### config.mk
export PLATFORM = sky130hd
export DESIGN_NAME = mem_access_stage
export DESIGN_NICKNAME = d
export VERILOG_FILES = /design/src/rtl/mem_access_stage.sv
export SDC_FILE = /design/constraint.sdc
export NUM_CORES = 1
export LEC_CHECK = 0
export BUFFER_PORTS_ARGS = -buffer_cell sky130_fd_sc_hd__buf_4
export CAP_MARGIN = 0
export CORE_ASPECT_RATIO = 0.7
export CORE_MARGIN = 2
export CORE_UTILIZATION = 35
export DETAILED_ROUTE_END_ITERATION = 7
export GPL_ROUTABILITY_DRIVEN = 0
export GPL_TIMING_DRIVEN = 0
export PLACE_DENSITY = 0.71
export SLEW_MARGIN = 10
export SYNTH_ARGS = -nofsm -noshare
export SYNTH_HDL_FRONTEND = slang
export SYNTH_SLANG_ARGS = --single-unit
### constraint.sdc
create_clock -name clk -period 1.92 [get_ports clk]
set_input_delay 0.192 -clock clk [delete_from_list [all_inputs] [get_ports clk]]
set_output_delay 0.192 -clock clk [all_outputs]
set_load 0.05 [all_outputs]
### src/rtl/mem_access_stage.sv
// -----------------------------------------------------------------------------
// mem_access_stage
//
// Memory-access pipeline stage between execute and write-back. Non-memory
// instructions pass their ALU result straight through to write-back one cycle
// after acceptance. Loads and stores are issued to a variable-latency data
// memory over a req/ready handshake. Store data is replicated into byte lanes
// with matching byte enables. Load data is lane-selected and sign- or
// zero-extended. Misaligned or malformed memory ops never reach memory. They
// retire with a one-cycle mem_err pulse instead.
//
// Ports
//   clk, reset_n              clock, asynchronous active-low reset
//   in_valid / in_ready       execute handshake (in_ready == state is IDLE)
//   in_mem_read/in_mem_write  load / store qualifiers
//   in_funct3                 size/sign: 000 B, 001 H, 010 W, 100 BU, 101 HU
//   in_reg_write, in_rd       destination register control
//   alu_data                  ALU result / byte address
//   memory_data               store data (rs2)
//   dmem_req/we/addr/be/wdata request to data memory, held until dmem_ready
//   dmem_ready, dmem_rdata    memory completion and load word
//   wb_valid/reg_write/rd/data registered result to write-back (1-cycle pulse)
//   mem_err                   1-cycle pulse with wb_valid for an illegal access
// -----------------------------------------------------------------------------
module mem_access_stage #(
  parameter int ADDR_WIDTH = 32
) (
  input  logic                  clk,
  input  logic                  reset_n,
  input  logic                  in_valid,
  output logic                  in_ready,
  input  logic                  in_mem_read,
  input  logic                  in_mem_write,
  input  logic [2:0]            in_funct3,
  input  logic                  in_reg_write,
  input  logic [4:0]            in_rd,
  input  logic [ADDR_WIDTH-1:0] alu_data,
  input  logic [31:0]           memory_data,
  output logic                  dmem_req,
  output logic                  dmem_we,
  output logic [ADDR_WIDTH-1:0] dmem_addr,
  output logic [3:0]            dmem_be,
  output logic [31:0]           dmem_wdata,
  input  logic                  dmem_ready,
  input  logic [31:0]           dmem_rdata,
  output logic                  wb_valid,
  output logic                  wb_reg_write,
  output logic [4:0]            wb_rd,
  output logic [31:0]           wb_data,
  output logic                  mem_err
);

  typedef enum logic {
    IDLE   = 1'b0,
    ACCESS = 1'b1
  } state_t;

  state_t state, next_state;

  // Instruction context kept while the access is outstanding.
  logic [1:0] lat_lane;
  logic [2:0] lat_funct3;
  logic [4:0] lat_rd;
  logic       lat_reg_write;

  logic        accept;
  logic        is_mem;
  logic        funct3_bad;
  logic        misaligned;
  logic        illegal;
  logic [3:0]  be_next;
  logic [31:0] wdata_next;
  logic [7:0]  ld_byte;
  logic [15:0] ld_half;
  logic [31:0] load_ext;

  assign in_ready = (state == IDLE);
  assign accept   = in_valid && in_ready;
  // Derived from state so that an asynchronous reset drops the request at
  // once, without waiting for a clock edge.
  assign dmem_req = (state == ACCESS);

  // ---------------------------------------------------------------------------
  // Decode and legality of the incoming instruction
  // ---------------------------------------------------------------------------
  assign is_mem = in_mem_read | in_mem_write;

  always_comb begin
    // NOTE: every signal written in always_comb gets a default first, so no
    // path through the block can leave it unassigned and infer a latch.
    funct3_bad = 1'b0;
    unique case (in_funct3)
      3'b011, 3'b110, 3'b111: funct3_bad = 1'b1;
      default:                funct3_bad = 1'b0;
    endcase
  end

  // Halfwords need addr[0]==0 and words need addr[1:0]==0. The funct3 values
  // that would reach the word check with bit 2 set are already rejected.
  assign misaligned = ((in_funct3[1:0] == 2'b01) && alu_data[0]) ||
                      ((in_funct3[1:0] == 2'b10) && (alu_data[1:0] != 2'b00));

  assign illegal = is_mem &&
                   ((in_mem_read && in_mem_write) || funct3_bad || misaligned);

  // ---------------------------------------------------------------------------
  // Store lane alignment. Loads use the same byte-enable mask.
  // ---------------------------------------------------------------------------
  always_comb begin
    be_next    = 4'b1111;
    wdata_next = memory_data;
    unique case (in_funct3[1:0])
      2'b00: begin
        be_next    = 4'b0001 << alu_data[1:0];
        wdata_next = {4{memory_data[7:0]}};
      end
      2'b01: begin
        be_next    = alu_data[1] ? 4'b1100 : 4'b0011;
        wdata_next = {2{memory_data[15:0]}};
      end
      default: begin
        be_next    = 4'b1111;
        wdata_next = memory_data;
      end
    endcase
  end

  // ---------------------------------------------------------------------------
  // Load lane selection and extension
  // ---------------------------------------------------------------------------
  assign ld_byte = dmem_rdata[{lat_lane, 3'b000} +: 8];
  assign ld_half = lat_lane[1] ? dmem_rdata[31:16] : dmem_rdata[15:0];

  always_comb begin
    load_ext = dmem_rdata;
    unique case (lat_funct3)
      3'b000:  load_ext = {{24{ld_byte[7]}}, ld_byte};
      3'b100:  load_ext = {24'h0, ld_byte};
      3'b001:  load_ext = {{16{ld_half[15]}}, ld_half};
      3'b101:  load_ext = {16'h0, ld_half};
      default: load_ext = dmem_rdata;
    endcase
  end

  // ---------------------------------------------------------------------------
  // FSM
  // ---------------------------------------------------------------------------
  always_ff @(posedge clk or negedge reset_n) begin
    if (!reset_n) begin
      state <= IDLE;
    end else begin
      // NOTE: sequential state uses non-blocking assignments so every
      // register samples pre-edge values regardless of statement order.
      state <= next_state;
    end
  end

  always_comb begin
    next_state = state;
    unique case (state)
      IDLE:   if (accept && is_mem && !illegal) next_state = ACCESS;
      ACCESS: if (dmem_ready)                   next_state = IDLE;
      default:                                  next_state = IDLE;
    endcase
  end

  // ---------------------------------------------------------------------------
  // Request and write-back registers
  // ---------------------------------------------------------------------------
  always_ff @(posedge clk or negedge reset_n) begin
    if (!reset_n) begin
      // NOTE: datapath registers are reset too, because write-back and memory
      // observe them directly and must see defined zeros out of reset.
      dmem_we       <= 1'b0;
      dmem_addr     <= '0;
      dmem_be       <= 4'b0000;
      dmem_wdata    <= 32'h0;
      lat_lane      <= 2'b00;
      lat_funct3    <= 3'b000;
      lat_rd        <= 5'd0;
      lat_reg_write <= 1'b0;
      wb_valid      <= 1'b0;
      wb_reg_write  <= 1'b0;
      wb_rd         <= 5'd0;
      wb_data       <= 32'h0;
      mem_err       <= 1'b0;
    end else begin
      wb_valid <= 1'b0;
      mem_err  <= 1'b0;
      if (state == IDLE) begin
        if (accept) begin
          if (!is_mem) begin
            wb_valid     <= 1'b1;
            wb_reg_write <= in_reg_write;
            wb_rd        <= in_rd;
            wb_data      <= 32'(alu_data);
          end else if (illegal) begin
            wb_valid     <= 1'b1;
            mem_err      <= 1'b1;
            wb_reg_write <= 1'b0;
            wb_rd        <= in_rd;
            wb_data      <= 32'(alu_data);
          end else begin
            dmem_we       <= in_mem_write;
            dmem_addr     <= {alu_data[ADDR_WIDTH-1:2], 2'b00};
            dmem_be       <= be_next;
            dmem_wdata    <= wdata_next;
            lat_lane      <= alu_data[1:0];
            lat_funct3    <= in_funct3;
            lat_rd        <= in_rd;
            // Stores never write a register.
            lat_reg_write <= in_reg_write & in_mem_read;
          end
        end
      end else if (dmem_ready) begin
        wb_valid     <= 1'b1;
        wb_reg_write <= lat_reg_write;
        wb_rd        <= lat_rd;
        wb_data      <= dmem_we ? 32'h0 : load_ext;
      end
    end
  end

endmodule

==> impl_metrics.tcl <==
set metrics [dict create \
    slew_headroom_pct 39.54 \
    syn2layout_area_growth_pct 45.21 \
    cap_violations 0 \
    path_cells "buf_4 > clkinv_2 > clkbuf_4 > buf_4" \
    tritoncts "built" \
    synth_edf_count 0 \
    rsz0062_at_grt "yes" \
    die_w_um 157.3 \
    async_flop_share_pct 100.0 \
    required_ns 1.73 \
    ant_nets 0 \
    initial_core_util_pct 35.52 \
    path_clk_slew_ns 0.06 \
    clock_sinks 119 \
    placed_cell_area_um2 7707 \
    fin_tns_setup_ns 0 \
    synth_simple_gate_area_share_pct 8.806 \
    wirelength_um 19180 \
    synth_top_family_by_area "compound AO/OA/AOI/OAI gates" \
    synth_seq_cells 119 \
    hold_path_class "input port to flip-flop" \
    synthXorXnorAreaFrac_pct 0.1522 \
    hold_viol 0 \
    start_kind "flip-flop" \
    cts_max_level 4 \
    p_leak_nw 3.976 \
    cp-end-kind "output port" \
    grt_antenna_before_repair 0 \
    die_area_um2 17500 \
    synth_top_cell_by_area "dfrtp_1" \
    netlist_area_um2 5754 \
    core_area_um2 16200 \
    synth_top_area_share_pct 51.75 \
    drt_first_pass_iters 5 \
    critPathMaxFanout 10 \
    yosysSeqAreaShare_pct 51.75 \
    crit_arrival_ns 1.65 \
    n_antenna_cell 0 \
    fin_skew_ns 0.007393 \
    ys.flop_type "dfrtp_1" \
    grt-ovfl-total 0 \
    hold_slack_ns 0.01584 \
    grt_max_degree 67 \
    muxShareOfSynthArea_pct 17.13 \
    ys_warn_count 0 \
    rows 39 \
    setup_viol 0 \
    cts_buffer_depth 2 \
    maxSlewViolCount 0 \
    max_stage_delay_ns 0.37 \
    clockRootBuffer "clkbuf_16" \
    grt_use_total_pct 22.62 \
    dp_hpwl_um 14370 \
    die_h_um 111.3 \
    n_fill_cell 1523 \
    synth_compound_area_share_pct 17.44 \
    worst_slew_pin_slew_ns 0.9036 \
    vias_per_cell 5.104 \
    cts_buffers 17 \
    vias 5221 \
    crit_slowest_cell "dfrtp_1" \
    grt_pass1_vias 5143 \
    synth_cells 543 \
    timing_worst_setup_path_type "flip-flop to output port" \
    drive_above_1_share_pct 43.48 \
    drt_iter0_markers 540 \
    period_needed_ns 1.840 \
    grt_pass1_wl_um 29910 \
    nNetsFinal 896 \
    synthAdderAreaFrac_pct 0 \
    portBuffers 218 \
    wl_per_cell_um 18.75 \
    drc 0 \
    power.density_nw_per_um2 1514 \
    status "completed" \
    fmax_ghz 0.5434 \
    crit_top_cell "buf_4" \
    io_pins 222 \
    post-route-period-util_pct 95.84 \
    ir_drop_mv 0.7349 \
    final_area_um2 8356 \
    synthTopCellsByArea "dfrtp_1 52%, mux2_2 11%, mux2i_1 5.4%" \
    clkLatencyLatePin_ns 0.41 \
    yosysUniqueCellTypes 45 \
    final_util_pct 51.58 \
    synth_area_per_cell_um2 10.60 \
]
-- where the power goes --
| part | total, mW | switching [mW] | internal (mW) |
|---|---|---|---|
| logic | 5.71 | 3.87 | 1.84 |
| clock network | 3.29 | 1.19 | 2.10 |
| registers | 3.66 | 0.417 | 3.24 |
| total | 12.7 | 5.47 | 7.18 |
-- metal layers --
layer / track usage [%] / part of all wire (%) / up-vias
li1: - / - / 2430
met1: 33.70 / 47 / 2565
met2: 32.90 / 45 / 209
met3: 5.395 / 7.1 / 17
met4: 5.818 / 1.2 / 0
met5: 0 / 0 / -
-- repair_timing --
item                                    CTS  global route
gates resized for setup                   4             4
endpoints found under the hold margin    54             0
pin swaps                                 0             1
setup buffers                             0             2
cloned                                    0             0
hold buffers                              2             0
endpoints found under the setup margin    2            19
-- critical path: cells and delay by family (launching register included) --
family                 cells  cell delay, ns
buffers and inverters      4            0.86
DFF                        1            0.37
-- path summary, 6_finish.rpt --
| check | from | endpoint | slack, ns | depth (start not counted) |
|---|---|---|---|---|
| max in group asynchronous | reset_n | wb_data[25]$_DFFE_PN0P_ | 0.89 | 3 |
| max | dmem_req$_DFF_PN0_ | in_ready | 0.08 | 4 |
| max reg2reg | lat_funct3[1]$_DFFE_PN0P_ | wb_data[0]$_DFFE_PN0P_ | 0.10 | 6 |
| min reg2reg | dmem_wdata[21]$_DFFE_PN0P_ | dmem_wdata[21]$_DFFE_PN0P_ | 0.48 | 2 |
| min in group asynchronous | reset_n | lat_funct3[0]$_DFFE_PN0P_ | 0.31 | 2 |
| min | in_rd[2] | lat_rd[2]$_DFFE_PN0P_ | 0.02 | 2 |
-- synth_stat cells (2+ instances only) --
cell type	number
mux2_2	56
buf_6	3
o211ai_1	6
a31oi_1	20
mux4_2	2
nand2_1	52
o221ai_1	6
o22ai_1	8
a21o_1	16
mux2i_1	31
a21oi_1	39
o21ai_0	33
clkbuf_1	19
buf_2	13
a22oi_1	16
inv_1	10
o21ai_1	2
nor2_2	2
buf_4	7
dfrtp_1	119
nor2_1	55
nand2b_1	5
-- metrics by stage --
step | total power, mW | cells | worst slack, ns
finish | 12.65 | 1023 | 0.07985
global route | 13.24 | 1023 | -0.01088
CTS | 12.71 | 1022 | 0.04497
detailed placement | 9.374 | 988 | -0.002103
global placement | 9.299 | 987 | 0.05681
floorplan | 7.442 | 544 | 0.005176
-- registers in the layout, summed over array words and instances (netlist names) --
signal	cells
lat_rd	5
wb_rd	5
lat_reg_write	1
dmem_addr	30
lat_funct3	3
dmem_wdata	32
wb_valid	1
wb_reg_write	1
dmem_req	1
dmem_be	4
wb_data	32
mem_err	1
dmem_we	1
lat_lane	2
-- final cells by class --
| type | count | area, um2 | share of cell area, % |
|---|---|---|---|
| flip-flops and latches | 119 | 2978 | 35.64 |
| multi-input cells | 371 | 2512 | 30.07 |
| repair buffers | 223 | 1703 | 20.38 |
| clock buffers | 20 | 456.7 | 5.466 |
| well taps | 225 | 281.5 | 3.369 |
| plain buffers | 42 | 230.2 | 2.755 |
| clock inverters | 12 | 151.4 | 1.812 |
| inverters | 11 | 42.54 | 0.5091 |
-- kinds of logic after synthesis --
logic type | count (synthesis)
AOI/OAI and AO/OA | 158
xor gates and xnor gates | 1
buffers and inverters | 54
DFF | 119
muxes | 89
other | 1
and+or+nand+nor | 121
-- cell usage in the layout, fill, tap and decap left out, types with 2 or more instances in the layout --
cell and n:
a21o_1 16, buf_2 13, clkbuf_8 2, clkbuf_16 17, o21ai_1 2, o22ai_1 8, inv_1 10, clkbuf_2 3
a31oi_1 20, buf_4 226, clkinvlp_4 5, buf_6 4, nor2_2 2, a22oi_1 16, dlygate4sd3_1 2, clkbuf_1 15
mux2i_1 31, mux4_2 2, o21ai_0 33, conb_1 2, dfrtp_1 119, nor2_1 55, nand2b_1 5, a21oi_1 39
clkinv_2 4, nand2_1 52, bufinv_16 3, mux2_2 56, o221ai_1 6, o211ai_1 6
No activity file was read; power rests on OpenSTA's default activity.
